## config.mk

```make
export PLATFORM = sky130hd
export DESIGN_NAME = apu_int_div_resp
export DESIGN_NICKNAME = d
export VERILOG_FILES = /design/src/rtl/apu_int_div_resp.sv
export SDC_FILE = /design/constraint.sdc
export NUM_CORES = 1
export LEC_CHECK = 0
export ABC_AREA = 1
export BUFFER_PORTS_ARGS = -buffer_cell sky130_fd_sc_hd__buf_4
export CORE_UTILIZATION = 50
export DETAILED_ROUTE_END_ITERATION = 10
export GPL_TIMING_DRIVEN = 1
export PLACE_DENSITY = 0.7
export SLEW_MARGIN = 20
export SYNTH_ARGS = -nofsm -noshare
export SYNTH_HDL_FRONTEND = slang
export SYNTH_SLANG_ARGS = --single-unit
```

## constraint.sdc

```tcl
create_clock -name clk_i -period 2.9 [get_ports clk_i]
set_input_delay 0 -clock clk_i [delete_from_list [all_inputs] [get_ports clk_i]]
set_output_delay 0 -clock clk_i [all_outputs]
set_load 0.02 [all_outputs]
```

## src/rtl/apu_int_div_resp.sv

```systemverilog
// Shared-unit integer divider responder.
// Restoring radix-2 divider for DIVU/DIV/REMU/REM behind an APU-style
// request/grant/rvalid handshake. Divide-by-zero and signed overflow are
// resolved at grant time and skip the iterative phase.
//
// state | meaning
// ------+---------------------------------------------------------------
// IDLE  | ready; apu_gnt_o high, operands latched on req && gnt
// CALC  | one restoring shift-subtract step per cycle, 32 steps total
// FIN   | sign-corrected result presented with a one-cycle rvalid strobe
module apu_int_div_resp #(
  parameter int NARGS    = 3,
  parameter int WOP      = 6,
  parameter int NUSFLAGS = 5,
  parameter int NDSFLAGS = 15
) (
  input  logic                        clk_i,
  input  logic                        rst_ni,
  input  logic                        apu_req_i,
  output logic                        apu_gnt_o,
  input  logic [NARGS-1:0][31:0]      apu_operands_i,
  input  logic [WOP-1:0]              apu_op_i,
  input  logic [NDSFLAGS-1:0]         apu_flags_i,
  output logic                        apu_rvalid_o,
  output logic [31:0]                 apu_result_o,
  output logic [NUSFLAGS-1:0]         apu_flags_o
);

  typedef enum logic [1:0] {
    IDLE = 2'd0,
    CALC = 2'd1,
    FIN  = 2'd2
  } state_e;

  state_e              state_q, state_d;
  logic [4:0]          cnt_q, cnt_d;
  logic [1:0]          op_q, op_d;
  logic [31:0]         quo_q, quo_d;     // dividend shifts out, quotient shifts in
  logic [31:0]         rem_q, rem_d;
  logic [31:0]         dvs_q, dvs_d;
  logic                q_neg_q, q_neg_d;
  logic                r_neg_q, r_neg_d;
  logic                dz_q, dz_d;
  logic [31:0]         result_q, result_d;
  logic [NUSFLAGS-1:0] flags_q, flags_d;

  // Operand views used at grant time.
  logic [31:0]         dvd_raw, dvs_raw, dvd_abs, dvs_abs;
  logic                is_signed, dvd_neg, dvs_neg, div_zero, ovf, grant;
  // One restoring step: 33-bit partial remainder.
  logic [32:0]         shifted, diff;
  // Sign-corrected result presented in FIN.
  logic [31:0]         fin_quo, fin_rem, fin_res;
  logic [NUSFLAGS-1:0] fin_flags;

  // Operand slots, opcode bits and downstream flags that carry no meaning here.
  logic                unused_inputs;
  assign unused_inputs = ^{apu_operands_i[NARGS-1:2], apu_op_i[WOP-1:2], apu_flags_i};

  assign apu_gnt_o    = (state_q == IDLE);
  assign apu_rvalid_o = (state_q == FIN);
  assign grant        = apu_req_i & apu_gnt_o;

  // Result/flags are live during FIN and otherwise hold the last delivered value.
  assign apu_result_o = (state_q == FIN) ? fin_res   : result_q;
  assign apu_flags_o  = (state_q == FIN) ? fin_flags : flags_q;

  // Operand decode and special-case detection for the grant cycle.
  always_comb begin
    dvd_raw   = apu_operands_i[0];
    dvs_raw   = apu_operands_i[1];
    is_signed = apu_op_i[0];
    dvd_neg   = is_signed & dvd_raw[31];
    dvs_neg   = is_signed & dvs_raw[31];
    dvd_abs   = dvd_neg ? (32'd0 - dvd_raw) : dvd_raw;
    dvs_abs   = dvs_neg ? (32'd0 - dvs_raw) : dvs_raw;
    div_zero  = (dvs_raw == 32'd0);
    ovf       = is_signed & (dvd_raw == 32'h8000_0000) & (dvs_raw == 32'hFFFF_FFFF);
  end

  // Restoring step datapath and FIN sign correction.
  always_comb begin
    shifted   = {rem_q, quo_q[31]};
    diff      = shifted - {1'b0, dvs_q};
    fin_quo   = q_neg_q ? (32'd0 - quo_q) : quo_q;
    fin_rem   = r_neg_q ? (32'd0 - rem_q) : rem_q;
    fin_res   = op_q[1] ? fin_rem : fin_quo;
    fin_flags = '0;
    fin_flags[3] = dz_q;
  end

  // Next-state and datapath update for the divider FSM.
  always_comb begin
    state_d  = state_q;
    cnt_d    = cnt_q;
    op_d     = op_q;
    quo_d    = quo_q;
    rem_d    = rem_q;
    dvs_d    = dvs_q;
    q_neg_d  = q_neg_q;
    r_neg_d  = r_neg_q;
    dz_d     = dz_q;
    result_d = result_q;
    flags_d  = flags_q;
    unique case (state_q)
      IDLE: begin
        if (grant) begin
          op_d    = apu_op_i[1:0];
          dvs_d   = dvs_abs;
          dz_d    = div_zero;
          if (div_zero || ovf) begin
            // Preload the final values; sign flags cleared so FIN passes them through.
            q_neg_d = 1'b0;
            r_neg_d = 1'b0;
            quo_d   = div_zero ? 32'hFFFF_FFFF : 32'h8000_0000;
            rem_d   = div_zero ? dvd_raw : 32'd0;
            cnt_d   = 5'd0;
            state_d = FIN;
          end else begin
            q_neg_d = dvd_neg ^ dvs_neg;
            r_neg_d = dvd_neg;
            quo_d   = dvd_abs;
            rem_d   = 32'd0;
            cnt_d   = 5'd31;
            state_d = CALC;
          end
        end
      end
      CALC: begin
        if (!diff[32]) begin
          rem_d = diff[31:0];
          quo_d = {quo_q[30:0], 1'b1};
        end else begin
          rem_d = shifted[31:0];
          quo_d = {quo_q[30:0], 1'b0};
        end
        cnt_d = cnt_q - 5'd1;
        if (cnt_q == 5'd0) state_d = FIN;
      end
      FIN: begin
        result_d = fin_res;
        flags_d  = fin_flags;
        state_d  = IDLE;
      end
      default: state_d = IDLE;
    endcase
  end

  // State register; reset aborts any operation in flight.
  always_ff @(posedge clk_i or negedge rst_ni) begin
    if (!rst_ni) begin
      state_q  <= IDLE;
      cnt_q    <= '0;
      op_q     <= '0;
      quo_q    <= '0;
      rem_q    <= '0;
      dvs_q    <= '0;
      q_neg_q  <= 1'b0;
      r_neg_q  <= 1'b0;
      dz_q     <= 1'b0;
      result_q <= '0;
      flags_q  <= '0;
    end else begin
      state_q  <= state_d;
      cnt_q    <= cnt_d;
      op_q     <= op_d;
      quo_q    <= quo_d;
      rem_q    <= rem_d;
      dvs_q    <= dvs_d;
      q_neg_q  <= q_neg_d;
      r_neg_q  <= r_neg_d;
      dz_q     <= dz_d;
      result_q <= result_d;
      flags_q  <= flags_d;
    end
  end

endmodule

```

; Word-level counts from Yosys, hierarchy flattened
; Index checks and enable logic that the tools add are counted.
[op_classes]
addsub = 6
multipliers = 0
div = 0
n_lt_le_gt_ge = 0
eq_ne = 6
shifts = 0
n_mux = 26
bitwise = 6
reduce_logical = 8
[ops]
columns = op, count
row1 = $mux 32, 12
row2 = $pmux 32 s2, 2
row3 = $sub 1x32->32 const A, 4
row4 = $eq 32x32->1 const B, 2
row5 = $sub 33x32->33, 1
row6 = $logic_not 32->1, 1
row7 = $mux 31, 1
row8 = $mux 5, 3
row9 = $pmux 5 s2, 1
row10 = $mux 2, 3
row11 = $reduce_and 2->1, 3
row12 = $and 1x1->1, 5
row13 = $logic_not 5->1, 1
row14 = $sub 5x1->5 const B, 1
row15 = $pmux 2 s2, 1
row16 = $mux 1, 3
row17 = $eq 2x1->1 const B, 1
row18 = $eq 2x2->1 const B, 1
row19 = $logic_not 2->1, 1
row20 = $ne 2x1->1 const B, 1
row21 = $ne 2x2->1 const B, 1
row22 = $reduce_bool 2->1, 1
row23 = $logic_or 1x1->1, 1
row24 = $xor 1x1->1, 1
[totals]
reg_bits = 145
latchBits = 0
mem_bits_rw = 0
romBits = 0
output_inout_bits = 39
elab_cells = 63
mem_count = 0

; Logic depth before layout (Yosys ltp)
[depth]
depth_word = 7
mapped_depth = 18
mapped_depth_nobuf = 18

; Worst setup path before layout
; OpenSTA, ideal clock, no wires.
[synth_timing]
kind = register -> register
startpoint = register quo_q[31]
endpoint = register rem_q[2]
t_arrival_ps = 2224
slack_ps = 554
path_stages_with_launch = 19
n_path_buf = 1
synth_period_minus_slack_ps = 2346
cell_sequence = dfrtp_1 inv_1 ha_1 fa_1 inv_1 nand2_1 nand2_1 nand3_1 nand2_1 nand2_1 nand2_1 nand2_1 nand2_1 nand2_1 nand2_1 buf_2 nand2_1 nand3_1 a21oi_1
[synth_via]
elab_chain_len = 3
[synth_lines]
columns = element, line_no
row1 = from (decl), 38  ; logic [31:0] quo_q, quo_d;
row2 = from (signal assigned), 167  ; quo_q <= quo_d;
row3 = $sub 33x32->33, 84  ; diff = shifted - {1'b0, dvs_q};
row4 = $mux 32, 130  ; if (!diff[32]) begin
row5 = $pmux 32 s2, 105  ; unique case (state_q)
row6 = to (signal assigned), 168  ; rem_q <= rem_d;
row7 = to (decl), 39  ; logic [31:0] rem_q, rem_d;
; Every way passes these cells.
; A chain may end at the register's enable or synchronous reset.

; Worst setup path in the final report
[layout_timing]
startpoint = register rem_q[0]
endpoint = output port apu_result_o[29]
[layout_via]
elab_chain_len = 4
[layout_lines]
columns = element, line_no
row1 = $sub 1x32->32, 86  ; fin_rem = r_neg_q ? (32'd0 - rem_q) : rem_q;
row2 = $mux 32, 86
row3 = $mux 32, 87  ; fin_res = op_q[1] ? fin_rem : fin_quo;
row4 = $mux 32, -
row5 = to (decl), 25  ; output logic [31:0] apu_result_o,
; Every way passes these cells.

==> run_results.csv <==
group,metric,value,unit
synth,synth_ff_type,"dfrtp_1",
worst_setup_path,cp_max_fo,5,
route,ant_nets,0,
route,drt-initial-drc-count,1905,
route,met3_length,4790,um
route,drc,0,
route,top_layer_used,"met4",
run,drv_cap,0,
synth,syn_area,0.0133,mm2
worst_setup_path,critPathLaunchType,"flip-flop",
sta,finalSetupViolations,0,
cells_and_area,final_nets,2565,
route,num_vias,15300,
clock_network,clk_path_buf_depth,2,
min_path,holdPathEnd,"rem_q[31]",
global_route,grt_max_degree,101,
sta,slew_headroom,0.401,
power_and_ir_drop,ir_drop,797,uV
sta,tightest_slew,0.897,ns
route,wire_per_inst,18.2,um
worst_setup_path,critical-path-max-stage-delay,0.44,ns
sta,hold_violations,0,
place,io_buffers,107,
global_route,antenna_found_initial,1,
sta,slew_violations,0,
clock_network,clockRootBuffer,"clkbuf_16",
power_and_ir_drop,power_density,1380,mW/mm2
route,drt-met1-wl,22700,um
synth,ys_ff_latch,144,
worst_setup_path,cp.arrival,2.74,ns
sta,fmax,365,MHz
clock_network,ctsHtreeMaxLevel,4,
worst_setup_path,reg2reg_to,"rem_q[16]",
worst_setup_path,reg2regPathDepth,18,
min_path,hold_start,"apu_operands_i[31]",
power_and_ir_drop,p_leak,0.00816,uW
place,hpwlAfterDp,39400,um
place,placed_cell_area,0.0145,mm2
clock_network,clk_latency,0.44,ns
sta,fin_crit_sh,0.944,
floorplanning,fp-row-count,59,
sta,fin_worst_skew,0.0158,ns
sta,rsz0062_at_grt,"true",
cells_and_area,diodes,0,
floorplanning,core,0.0261,mm2
cells_and_area,area_growth,17.1,%
floorplanning,start_util,0.510,
floorplanning,io_pins,159,
synth,seq_area_frac_synth,0.271,
clock_network,cts_buffers,17,
synth,yosysWarnings,0,
synth,synth_edf_count,0,
global_route,grt_use_total,0.375,
place,pre_cts_slack,0.235,ns
global_route,grt_remaining_overflow,0,
route,drtPass1Iterations,8,
floorplanning,dieArea,0.0272,mm2
worst_setup_path,critical_path_class,"reg -> out",
sta,hold_ws,0.0183,ns
synth,synth_fp_nets,2431,
cells_and_area,final_cell_area,0.0155,mm2
worst_setup_path,crit_required,2.90,ns
worst_setup_path,cpMostUsedCell,"nand3_1",
floorplanning,die_w,165,um
worst_setup_path,worstPathCellList,"inv_2 > nand3_1 > nor2_1 > nand3_1 > nor2_2 > nand3_1 > nand2_1 > nand3_1 > nand2_1 > nand3_1 > nand2_2 > nand2_1 > nand2_1 > buf_4",
route,wirelength,50100,um
synth,synthCells,2271,
min_path,hold_depth,5,
global_route,grt_pass1_wl,76400,um
worst_setup_path,rr_startpoint,"quo_q[31]",
floorplanning,die_y,165,um
synth,async_reset_ff_frac,1.00,
synth,yosysUniqueCellTypes,41,
worst_setup_path,reg2reg_setup_slack,0.31,ns
clock_network,cts.clk_slew.worst_paths,0.07,ns
cells_and_area,n_fill_cell,2653,
clock_network,cts_tree,"built",
route,viasPerCell,5.56,
worst_setup_path,cp_slowest_cell,"dfrtp_1",
route,met2_wirelength,21400,um
cells_and_area,drive_gt1_frac,0.0910,
global_route,grt_pass1_vias,13700,
worst_setup_path,endpoint_kind,"output port",
min_path,holdCritPathClass,"in -> reg",
synth,syn_avg_cell_area,5.85,um2
clock_network,cts.sinks,144,
sta,min_period,2.74,ns
status,status,"completed",
place,routabilityCongestion,1.01,
sta,worst_slack,0.161,ns
[cells in the mapped netlist, types with 2 or more instances]
master,n,share of area
inv_2,3,0.00085
o31ai_1,2,0.0011
nor2_2,2,0.00094
nand2_2,3,0.0014
buf_2,12,0.0045
xnor2_1,7,0.0046
buf_6,3,0.0025
o211ai_1,8,0.0045
or2_2,8,0.0038
a22oi_1,3,0.0017
nand4_1,29,0.014
dfrtp_1,144,0.27
nand2_1,638,0.18
nor4_1,6,0.0028
a31oi_1,18,0.0085
xor2_1,55,0.036
inv_1,352,0.099
nor2_4,2,0.0017
nand3b_1,9,0.0051
buf_1,4,0.0011
o22a_1,4,0.0026
o21bai_1,10,0.0057
and2_1,2,0.00094
ha_1,39,0.037
nor3_1,42,0.016
clkbuf_1,50,0.014
nand3_1,220,0.083
nor2_1,359,0.10
a21oi_1,108,0.041
o21ai_0,118,0.044
[worst max-delay path: cells and delay by family, from the launching register on]
family,cells,cell delay (ns)
flip-flops,1,0.44
buffers and inverters,2,0.28
AND/OR/NAND/NOR,12,1.60
[cell families (layout without fill, tap and decap cells)]
group,after synthesis,count (layout),share of synthesized area
flops,144,144,0.271
simple gates,1324,1324,0.414
fa+ha+maj,40,40,0.0382
xor+xnor,62,62,0.0409
buf+inv,427,574,0.124
compound gates,274,274,0.111
[power by group]
part           total [uW]  switching (uW)  internal [uW]
sequential           4040             999           3040
clock                2150            1020           1120
combinational       15300           10400           4990
[sequential cells by signal (all words and copies together) (netlist names)]
register and count:
quo_q 32, q_neg_q 1, r_neg_q 1, cnt_q 5, op_q 1, state_q 2, rem_q 32, dvs_q 32
flags_q 5, result_q 32, dz_q 1
[through the flow]
step | power (uW) | setup TNS (ns) | utilization | cells
3_5_place_dp | 18900 | 0 | 0.558 | 2680
4_1_cts | 21100 | 0 | 0.595 | 2752
2_1_floorplan | 14000 | 0 | - | 2271
6_report | 21500 | 0 | 0.597 | 2753
5_1_grt | 23500 | -0.0121 | 0.597 | 2753
3_3_place_gp | 18600 | 0 | 0.558 | 2680
[what timing repair did]
item	in CTS	in global routing
buffers inserted	0	1
setup endpoints to repair	2	40
resized for setup	3	20
hold endpoints to repair	97	0
pin swaps	0	2
hold buffers	40	0
[per-layer routing]
| layer | up-vias | track usage |
|---|---|---|
| met5 | - | 0 |
| met4 | 0 | 0.109 |
| met3 | 86 | 0.0588 |
| met2 | 734 | 0.561 |
| met1 | 7060 | 0.550 |
| li1 | 7418 | - |
[final cells by class]
| cell class | instances | area [um2] | share of cell area |
|---|---|---|---|
| timing repair buffer | 185 | 1530 | 0.0987 |
| clock buffer | 18 | 429 | 0.0276 |
| multi-input combinational | 1700 | 8090 | 0.521 |
| sequential | 144 | 3600 | 0.232 |
| clock inverter | 14 | 124 | 0.00797 |
| tap | 335 | 419 | 0.0270 |
| inverter | 357 | 1350 | 0.0865 |
[worst max path at each step]
stage,from,end,depth (start not counted)
after detailed placement,quo_q[31],rem_q[27],18
after floorplan,quo_q[31],rem_q[2],18
after global routing,rem_q[0],apu_result_o[12],12
after global placement,quo_q[31],rem_q[27],18
after CTS,rem_q[0],apu_result_o[22],13
final,rem_q[0],apu_result_o[29],14
[cells in the final DEF (no fill, tap or decap), types with 4 or more instances in the layout]
cell type and n:
a21oi_1 108, a31oi_1 18, buf_4 140, clkbuf_16 17
clkinvlp_4 5, dfrtp_1 144, dlygate4sd3_1 40, ha_1 38
inv_1 349, inv_2 6, inv_6 4, nand2_1 632
nand2_2 9, nand3_1 218, nand3b_1 9, nand4_1 29
nor2_1 355, nor2_2 4, nor2_4 4, nor3_1 41
nor4_1 6, o211ai_1 8, o21ai_0 113, o21bai_1 10
o22a_1 4, or2_2 8, xnor2_1 7, xor2_1 55
(Power assumes the default switching activity.)
